==> src/rtl/semaforo_pkg.sv <==
// Shared definitions for the traffic-light monitor: lamp codes, default phase
// durations and error-flag bit positions.
package semaforo_pkg;

   localparam logic [2:0] VERDE_C    = 3'b100;
   localparam logic [2:0] AMARELO_C  = 3'b010;
   localparam logic [2:0] VERMELHO_C = 3'b001;

   localparam int unsigned VERDE_DEF    = 8;
   localparam int unsigned AMARELO_DEF  = 2;
   localparam int unsigned VERMELHO_DEF = 6;

   localparam int unsigned ERR_CODIGO = 2;
   localparam int unsigned ERR_TRANS  = 1;
   localparam int unsigned ERR_DUR    = 0;

   function automatic logic codigo_legal(input logic [2:0] c);
      return (c == VERDE_C) || (c == AMARELO_C) || (c == VERMELHO_C);
   endfunction

   // green -> yellow -> red -> green is a right rotation of the one-hot code
   function automatic logic [2:0] proxima_fase(input logic [2:0] fase);
      return {fase[0], fase[2:1]};
   endfunction

endpackage

==> src/rtl/semaforo_canal_chk.sv <==
// Per-light checker: code decode, phase tracking, transition check and optional
// phase-duration check (enabled by DUR_EN).
module semaforo_canal_chk
   import semaforo_pkg::*;
#(
   parameter int unsigned TEMPO_W  = 16,
   parameter int unsigned VERDE    = VERDE_DEF,
   parameter int unsigned AMARELO  = AMARELO_DEF,
   parameter int unsigned VERMELHO = VERMELHO_DEF,
   parameter bit          DUR_EN   = 1'b0
) (
   input  logic       clk,
   input  logic       rst,
   input  logic       clr,
   input  logic [2:0] code,
   output logic [2:0] err,
   output logic       ciclo
);

   logic [2:0]         prev;
   logic               synced;
   logic               parcial;
   logic [TEMPO_W-1:0] cnt;
   logic [TEMPO_W-1:0] esperado;
   logic               legal;
   logic               mudou;
   logic               trans_ok;
   logic               dur_bad;

   assign legal    = codigo_legal(code);
   assign mudou    = legal && synced && (code != prev);
   assign trans_ok = (code == proxima_fase(prev));
   assign ciclo    = mudou && trans_ok && (prev == VERMELHO_C);

   always_comb begin
      esperado = TEMPO_W'(VERMELHO);
      case (prev)
         VERDE_C:   esperado = TEMPO_W'(VERDE);
         AMARELO_C: esperado = TEMPO_W'(AMARELO);
         default:   esperado = TEMPO_W'(VERMELHO);
      endcase
   end

   // The phase seen first after syncing is partial and never judged
   assign dur_bad = DUR_EN && mudou && trans_ok && !parcial && (cnt != esperado);

   always_ff @(posedge clk or negedge rst) begin
      if (!rst) begin
         err     <= 3'b000;
         prev    <= 3'b000;
         synced  <= 1'b0;
         parcial <= 1'b0;
         cnt     <= '0;
      end else if (clr) begin
         err     <= 3'b000;
         prev    <= 3'b000;
         synced  <= 1'b0;
         parcial <= 1'b0;
         cnt     <= '0;
      end else if (!legal) begin
         err[ERR_CODIGO] <= 1'b1;
         synced          <= 1'b0;
      end else if (!synced) begin
         prev    <= code;
         synced  <= 1'b1;
         parcial <= 1'b1;
         cnt     <= TEMPO_W'(1);
      end else if (code == prev) begin
         if (cnt != '1) begin
            cnt <= cnt + TEMPO_W'(1);
         end
      end else begin
         if (!trans_ok) begin
            err[ERR_TRANS] <= 1'b1;
         end
         if (dur_bad) begin
            err[ERR_DUR] <= 1'b1;
         end
         prev    <= code;
         parcial <= 1'b0;
         cnt     <= TEMPO_W'(1);
      end
   end

endmodule

==> src/rtl/semaforo_monitor.sv <==
// Receive-side checker for the two-light traffic controller (observation only).
// Define SEMAFORO_MON_DUR_EN to enable light A phase-duration checking.
module semaforo_monitor
   import semaforo_pkg::*;
#(
   parameter int unsigned VERDE    = VERDE_DEF,
   parameter int unsigned AMARELO  = AMARELO_DEF,
   parameter int unsigned VERMELHO = VERMELHO_DEF,
   parameter int unsigned TEMPO_W  = 16
) (
   input  logic               clk,
   input  logic               rst,
   input  logic               clr,
   input  logic               bt,
   input  logic [2:0]         A,
   input  logic [2:0]         B,
   output logic [2:0]         err_a,
   output logic [2:0]         err_b,
   output logic [TEMPO_W-1:0] ciclos_a,
   output logic [TEMPO_W-1:0] lat,
   output logic               lat_valid,
   output logic               lat_ovf
);

`ifdef SEMAFORO_MON_DUR_EN
   localparam bit DUR_A = 1'b1;
`else
   localparam bit DUR_A = 1'b0;
`endif

   logic               ciclo_a;
   logic               unused_ciclo_b;
   logic               bt_q;
   logic [2:0]         b_ant;
   logic               ativo;
   logic [TEMPO_W-1:0] cont;
   logic               bt_sobe;
   logic               b_verde;

   semaforo_canal_chk #(
      .TEMPO_W  (TEMPO_W),
      .VERDE    (VERDE),
      .AMARELO  (AMARELO),
      .VERMELHO (VERMELHO),
      .DUR_EN   (DUR_A)
   ) u_canal_a (
      .clk   (clk),
      .rst   (rst),
      .clr   (clr),
      .code  (A),
      .err   (err_a),
      .ciclo (ciclo_a)
   );

   semaforo_canal_chk #(
      .TEMPO_W  (TEMPO_W),
      .VERDE    (VERDE),
      .AMARELO  (AMARELO),
      .VERMELHO (VERMELHO),
      .DUR_EN   (1'b0)
   ) u_canal_b (
      .clk   (clk),
      .rst   (rst),
      .clr   (clr),
      .code  (B),
      .err   (err_b),
      .ciclo (unused_ciclo_b)
   );

   assign bt_sobe = bt && !bt_q;
   assign b_verde = (B == VERDE_C) && (b_ant != VERDE_C);

   // Input history (bt_q, b_ant) keeps tracking through clr so edges stay accurate
   always_ff @(posedge clk or negedge rst) begin
      if (!rst) begin
         bt_q      <= 1'b0;
         b_ant     <= 3'b000;
         ativo     <= 1'b0;
         cont      <= '0;
         lat       <= '0;
         lat_valid <= 1'b0;
         lat_ovf   <= 1'b0;
         ciclos_a  <= '0;
      end else begin
         bt_q      <= bt;
         b_ant     <= B;
         lat_valid <= 1'b0;
         if (clr) begin
            ativo    <= 1'b0;
            cont     <= '0;
            lat      <= '0;
            lat_ovf  <= 1'b0;
            ciclos_a <= '0;
         end else begin
            if (ciclo_a) begin
               ciclos_a <= ciclos_a + TEMPO_W'(1);
            end
            if (ativo) begin
               if (b_verde) begin
                  lat       <= (cont == '1) ? cont : cont + TEMPO_W'(1);
                  lat_valid <= 1'b1;
                  ativo     <= 1'b0;
               end else if (cont == '1) begin
                  lat_ovf <= 1'b1;
               end else begin
                  cont <= cont + TEMPO_W'(1);
               end
            end else if (bt_sobe) begin
               // Press in the very cycle B turns green is a zero-latency measurement
               if (b_verde) begin
                  lat       <= '0;
                  lat_valid <= 1'b1;
               end else begin
                  ativo <= 1'b1;
                  cont  <= '0;
               end
            end
         end
      end
   end

endmodule

==> config.mk <==
export PLATFORM = sky130hd
export DESIGN_NAME = semaforo_monitor
export DESIGN_NICKNAME = d
export VERILOG_FILES = /design/src/rtl/semaforo_pkg.sv /design/src/rtl/semaforo_canal_chk.sv /design/src/rtl/semaforo_monitor.sv
export SDC_FILE = /design/constraint.sdc
export NUM_CORES = 1
export LEC_CHECK = 0
export CAP_MARGIN = 25
export CELL_PAD_IN_SITES_DETAIL_PLACEMENT = 0
export CELL_PAD_IN_SITES_GLOBAL_PLACEMENT = 1
export CORE_ASPECT_RATIO = 0.75
export CORE_MARGIN = 4
export CORE_UTILIZATION = 43
export CTS_CLUSTER_DIAMETER = 50
export DETAILED_ROUTE_END_ITERATION = 8
export PLACE_DENSITY = 0.83
export SLEW_MARGIN = 5
export SYNTH_ARGS = -nofsm -noshare
export SYNTH_HDL_FRONTEND = slang
export SYNTH_SLANG_ARGS = --single-unit
==> constraint.sdc <==
create_clock -name clk -period 2.5 [get_ports clk]
set_input_delay 0.25 -clock clk [delete_from_list [all_inputs] [get_ports clk]]
set_output_delay 0.25 -clock clk [all_outputs]
set_load 0.05 [all_outputs]
; ---- After elaboration in Yosys (flattened, before gate mapping)
; Index checks and enable logic that the tools add are counted.
[totals]
regBits = 69
in_bits = 10
output_inout_bits = 40
wordCells = 119
[op_classes]
addsub = 2
n_eq_ne = 23
muxes = 49
n_reduce_logical = 27
[op_table]
columns = operator, count
row1 = $mux 16, 13
row2 = $add 16x1->16 const B, 2
row3 = $mux 3, 10
row4 = $mux 1, 20
row5 = $eq 16x16->1 const B, 1
row6 = $reduce_bool 2->1, 8
row7 = $ne 2x2->1 const B, 7
row8 = $eq 3x3->1, 4
row9 = $mux 2, 6
row10 = $eq 3x1->1 const B, 3
row11 = $ne 3x3->1 const B, 3
row12 = $reduce_and 2->1, 4
row13 = $reduce_and 4->1, 2
row14 = $eq 3x2->1 const B, 2
row15 = $eq 3x3->1 const B, 2
row16 = $logic_and 1x1->1, 6
row17 = $logic_or 1x1->1, 4
row18 = $ne 3x3->1, 1
row19 = $reduce_and 3->1, 1
row20 = $reduce_bool 3->1, 1
row21 = $logic_not 1->1, 1

; ---- Depth between registers and ports, before layout
[depth]
ltp_word = 9
mapped_depth = 7
ltp_nobuf = 5

; ---- Modules after synthesis
; Synthesis repeated with hierarchy kept, for this count alone.
[unflattened]
hier_cells = 362
hier_area_um2 = 3585.9
[modules_own_cells]
columns = mod, instances, cells_per_inst, area_per_inst_um2, seq_area_each_um2
row1 = semaforo_monitor, 1, 282, 2815.2, 1376.3
row2 = semaforo_canal_chk, 2, 40, 385.4, 150.1

; ---- Worst setup path after synthesis
; No wires, ideal clock.
[synth_timing]
kind = register to register
startpoint = register cont[0]
endpoint = register lat[3]
setup_ns = 0.124
arrival_ns = 1.817
required_time_ns = 2.376
slack_ns = 0.559
path_stages_with_launch = 7
n_path_buf = 1
period_less_slack_ns = 1.941
path_cell_list = dfrtp_1 ha_1 nand4_1 nor4_4 buf_4 nor4_1 a211o_1
[synth_via]
elab_chain_cells = 5
elab_cells_between_ends = 6
cone_classes = add/sub: 1 / eq/ne: 1 / mux: 4
[synth_rtl]
columns = element, line_no
row1 = from (decl), semaforo_monitor.sv:36  ; logic [TEMPO_W-1:0] cont;
row2 = from (signal assigned), semaforo_monitor.sv:106  ; cont <= cont + TEMPO_W'(1);
row3 = $add 16x1->16 or $eq 16x16->1 (tied branches), semaforo_monitor.sv:100  ; lat <= (cont == '1) ? cont : cont + TEMPO_W'(1);
row4 = $mux 16 *, -
row5 = $mux 16 *, semaforo_monitor.sv:99  ; if (b_verde) begin
row6 = $mux 16 *, semaforo_monitor.sv:98  ; if (ativo) begin
row7 = $mux 16 *, semaforo_monitor.sv:88  ; if (clr) begin
row8 = to (signal assigned), semaforo_monitor.sv:100
row9 = to (decl), semaforo_monitor.sv:20  ; output logic [TEMPO_W-1:0] lat,
; Every way passes the cells marked *; elsewhere a longest branch is shown, timed or not. The select of a mux whose other input is x is not followed.
; A chain may end at the register's enable or synchronous reset.

; ---- Worst setup path after layout
[layout_timing]
startpoint = register cont[0]
endpoint = register lat[7]
; Same word-level chain as after synthesis.

==> impl_metrics.yaml <==
outcome:
  status: "finished, final reports clean"
grt:
  grt_first_pass_wirelength_um: 15700
  grt_pass1_vias: 3076
  grt_usage_pct: 19.6
  antenna_found_initial: 0
  grt-ovfl-total: 0
  grt_max_degree: 68
synthesis:
  netlist_top_cells_count: "dfrtp_1 (67), nor2_1 (25), o21ai_0 (22)"
  syn_inst: 389
  synth_top_family_by_area: "simple AND/OR/NAND/NOR gates"
  yosys-mux-area-fraction_pct: 3.81
  synth-compound-area-share_pct: 21.4
  seq_area_frac_synth_pct: 44.8
  synth_top_area_share_pct: 44.8
  synthFlopType: "dfrtp_1"
  synth_adder_area_share_pct: 0.668
  ys_warn_count: 0
  synth_edf_count: 0
  synth-simple-area-share_pct: 22.1
  syn_area_mm2: 0.00374
  synth_top_area_cell: "dfrtp_1"
  synth_area_leaders: "dfrtp_1 (45%), a31oi_1 (3.0%), mux2_2 (3.0%)"
  yosys_register_bits: 67
  async_reset_ff_share_pct: 100
  yosysMostFrequentCell: "dfrtp_1"
  yosysUniqueCellTypes: 64
  avgSynthCellArea_um2: 9.63
  post_synth_xor_area_fraction_pct: 2.34
route:
  via_per_inst: 5.87
  wirelength_um: 9290
  drc: 0
  drt_first_iter_violations: 189
  post_drt_wl_per_cell_um: 16.9
  postRouteAntennaNets: 0
  vias: 3232
  firstDrtPassIters: 4
floorplan:
  initial_core_util_pct: 44.3
  die_w_um: 116
  ios: 50
  die_y_um: 88.8
  rows: 29
  die_area_mm2: 0.0103
  core_mm2: 0.00845
worst_setup_path:
  r2r-end: "lat[7]"
  cp_data_required_time_ps: 2710
  critPathLaunch: "cont[0]"
  critPathMaxFanout: 13
  slowest_delay_ps: 450
  crit_chain: "ha_1 -> nand4_1 -> nor4_4 -> buf_4 -> nor4_1 -> a211o_1"
  r2r_setup_slack_ps: 350
  critical_path_class: "reg2reg"
  crit_path_end: "lat[7]"
  slowest_stage: "dfrtp_1"
  reg2regPathDepth: 6
  reg2reg_from: "cont[0]"
  cp-start-kind: "register"
  crit_arrival_ps: 2370
  end_kind: "register"
placed_design:
  place_congestion: 0.843
  placed_area_mm2: 0.00436
  portBuffers: 47
  dp_hpwl_um: 6330
  dp_cells: 534
clock_tree:
  clk_latency_ps: 330
  postCtsSetupRepairBufs: 0
  cts_root_buf: "clkbuf_16"
  h-tree-depth: 3
  path_clk_slew_ps: 50
  cts_num_sinks: 67
  cts_tree: "done"
  clockBufferDepth: 2
  cts_buffers: 9
flow_run:
  max-cap-violations: 0
pwr:
  ir_drop_mv: 0.378
  p_leak_nw: 2.00
  power.density_mw_per_mm2: 561
timing:
  fin_skew_ps: 7.83
  maxSlewViolCount: 0
  setup_tns_ps: 0
  setup_viol: 0
  final.period_utilization_pct: 86.1
  tightest_slew_ps: 577
  final_hold_viol_count: 0
  max_freq_mhz: 464
  fin_crit_ps: 2150
  maxSlewHeadroom_pct: 61.1
  rsz0062_at_grt: "false"
finish:
  final_area_mm2: 0.00466
  fin_nets: 450
  layout-drive-gt1-share_pct: 11.7
  area_growth_pct: 24.4
  layout.cells.non_filler: 551
  n_antenna_cell: 0
hold_path:
  hp-class: "in2reg"
==> layer usage <==
layer / part of all wire [%] / wire length, um / global-route usage [%]
met1: 49 / 4540 / 28.3
met2: 44 / 4060 / 29.1
met3: 6.1 / 571 / 4.72
met4: 1.2 / 115 / 6.32
met5: 0 / 0 / 0
==> registers in the layout, summed over array words and instances, names as in the netlist <==
| signal | count |
|---|---|
| lat_valid | 1 |
| ciclos_a | 16 |
| lat_ovf | 1 |
| u_canal_a.synced | 1 |
| cont | 16 |
| u_canal_b.prev | 3 |
| u_canal_b.err | 2 |
| u_canal_a.err | 2 |
| lat | 16 |
| u_canal_a.prev | 3 |
| b_ant | 3 |
| u_canal_b.synced | 1 |
| ativo | 1 |
| bt_q | 1 |
==> how the worst min path moves through the flow <==
stage,cells past startpoint,to,slack [ps],start
6_report,1,bt_q,430,bt
5_1_grt,1,bt_q,420,bt
4_1_cts,1,bt_q,430,bt
3_5_place_dp,2,lat[12],300,rst
3_3_place_gp,2,lat[8],300,rst
2_1_floorplan,0,ativo,-50,rst
==> cell type report <==
type,instances,area (um2)
fill,760,3790
multi-input combinational,283,1890
sequential,67,1680
timing repair buffer,67,631
clock buffer,14,254
tap,108,135
inverter,10,37.5
clock inverter,2,35.0
==> per-stage QoR <==
| stage | hold WS, ps | utilization [%] | power, mW | setup slack, ps |
|---|---|---|---|---|
| after floorplan | -45.6 | - | 1.29 | 559 |
| after global placement | 301 | 51.6 | 1.38 | 321 |
| after detailed placement | 301 | 51.6 | 1.38 | 275 |
| after CTS | 426 | 55.1 | 2.64 | 387 |
| after global routing | 422 | 55.1 | 2.72 | 215 |
| final | 434 | 55.1 | 2.61 | 347 |
==> critical path: cells and delay by family, from the launching register on <==
kind,cells,cell delay (ps)
fa+ha+maj,1,320
compound gates,1,240
simple gates,3,780
flops,1,450
buf+inv,1,240
==> cells in the final DEF, fill, tap and decap left out, drive strengths merged, types with 3 or more instances in the layout <==
cell type	netlist	final
dfrtp	67	67
or4	4	4
nor2	25	25
nor2b	13	13
a21oi	18	18
a31oi	18	18
o211a	5	5
and4	6	6
o31ai	3	3
or3b	3	3
nor3	16	16
nand2	13	13
clkbuf	12	14
a211oi	5	5
xnor2	6	6
nor4	11	11
nand2b	4	4
o21ai	22	22
and3	3	3
inv	10	10
mux2	10	10
mux2i	3	3
a211o	6	6
and2	3	3
o21bai	3	3
nand4	10	10
buf	18	20
nand3	14	14
o22ai	4	4
or3	7	7
a22o	6	6
clkdlybuf4s50	0	46
a21o	4	4
nor3b	6	6
xor2	4	4
==> timing repair <==
item / 4_1_cts / 5_1_grt
hold endpoints to repair: 67 / 0
resized for setup: 0 / 0
hold buffers: 1 / 0
==> kinds of logic (layout without fill, tap and decap cells) <==
kind of cell | after synthesis | count (layout)
simple gates | 140 | 140
compound gates | 116 | 116
flops | 67 | 67
buf+inv | 40 | 93
mux | 13 | 13
xor+xnor | 10 | 10
fa+ha+maj | 2 | 2
other cells | 1 | 2
==> power by group <==
group          internal, mW  switching (mW)  leakage (nW)
Combinational        0.0893           0.140         0.947
Clock                 0.799           0.449         0.141
Sequential             1.11          0.0276         0.915
Total                  2.00           0.617          2.00
(Power assumes the default switching activity.)
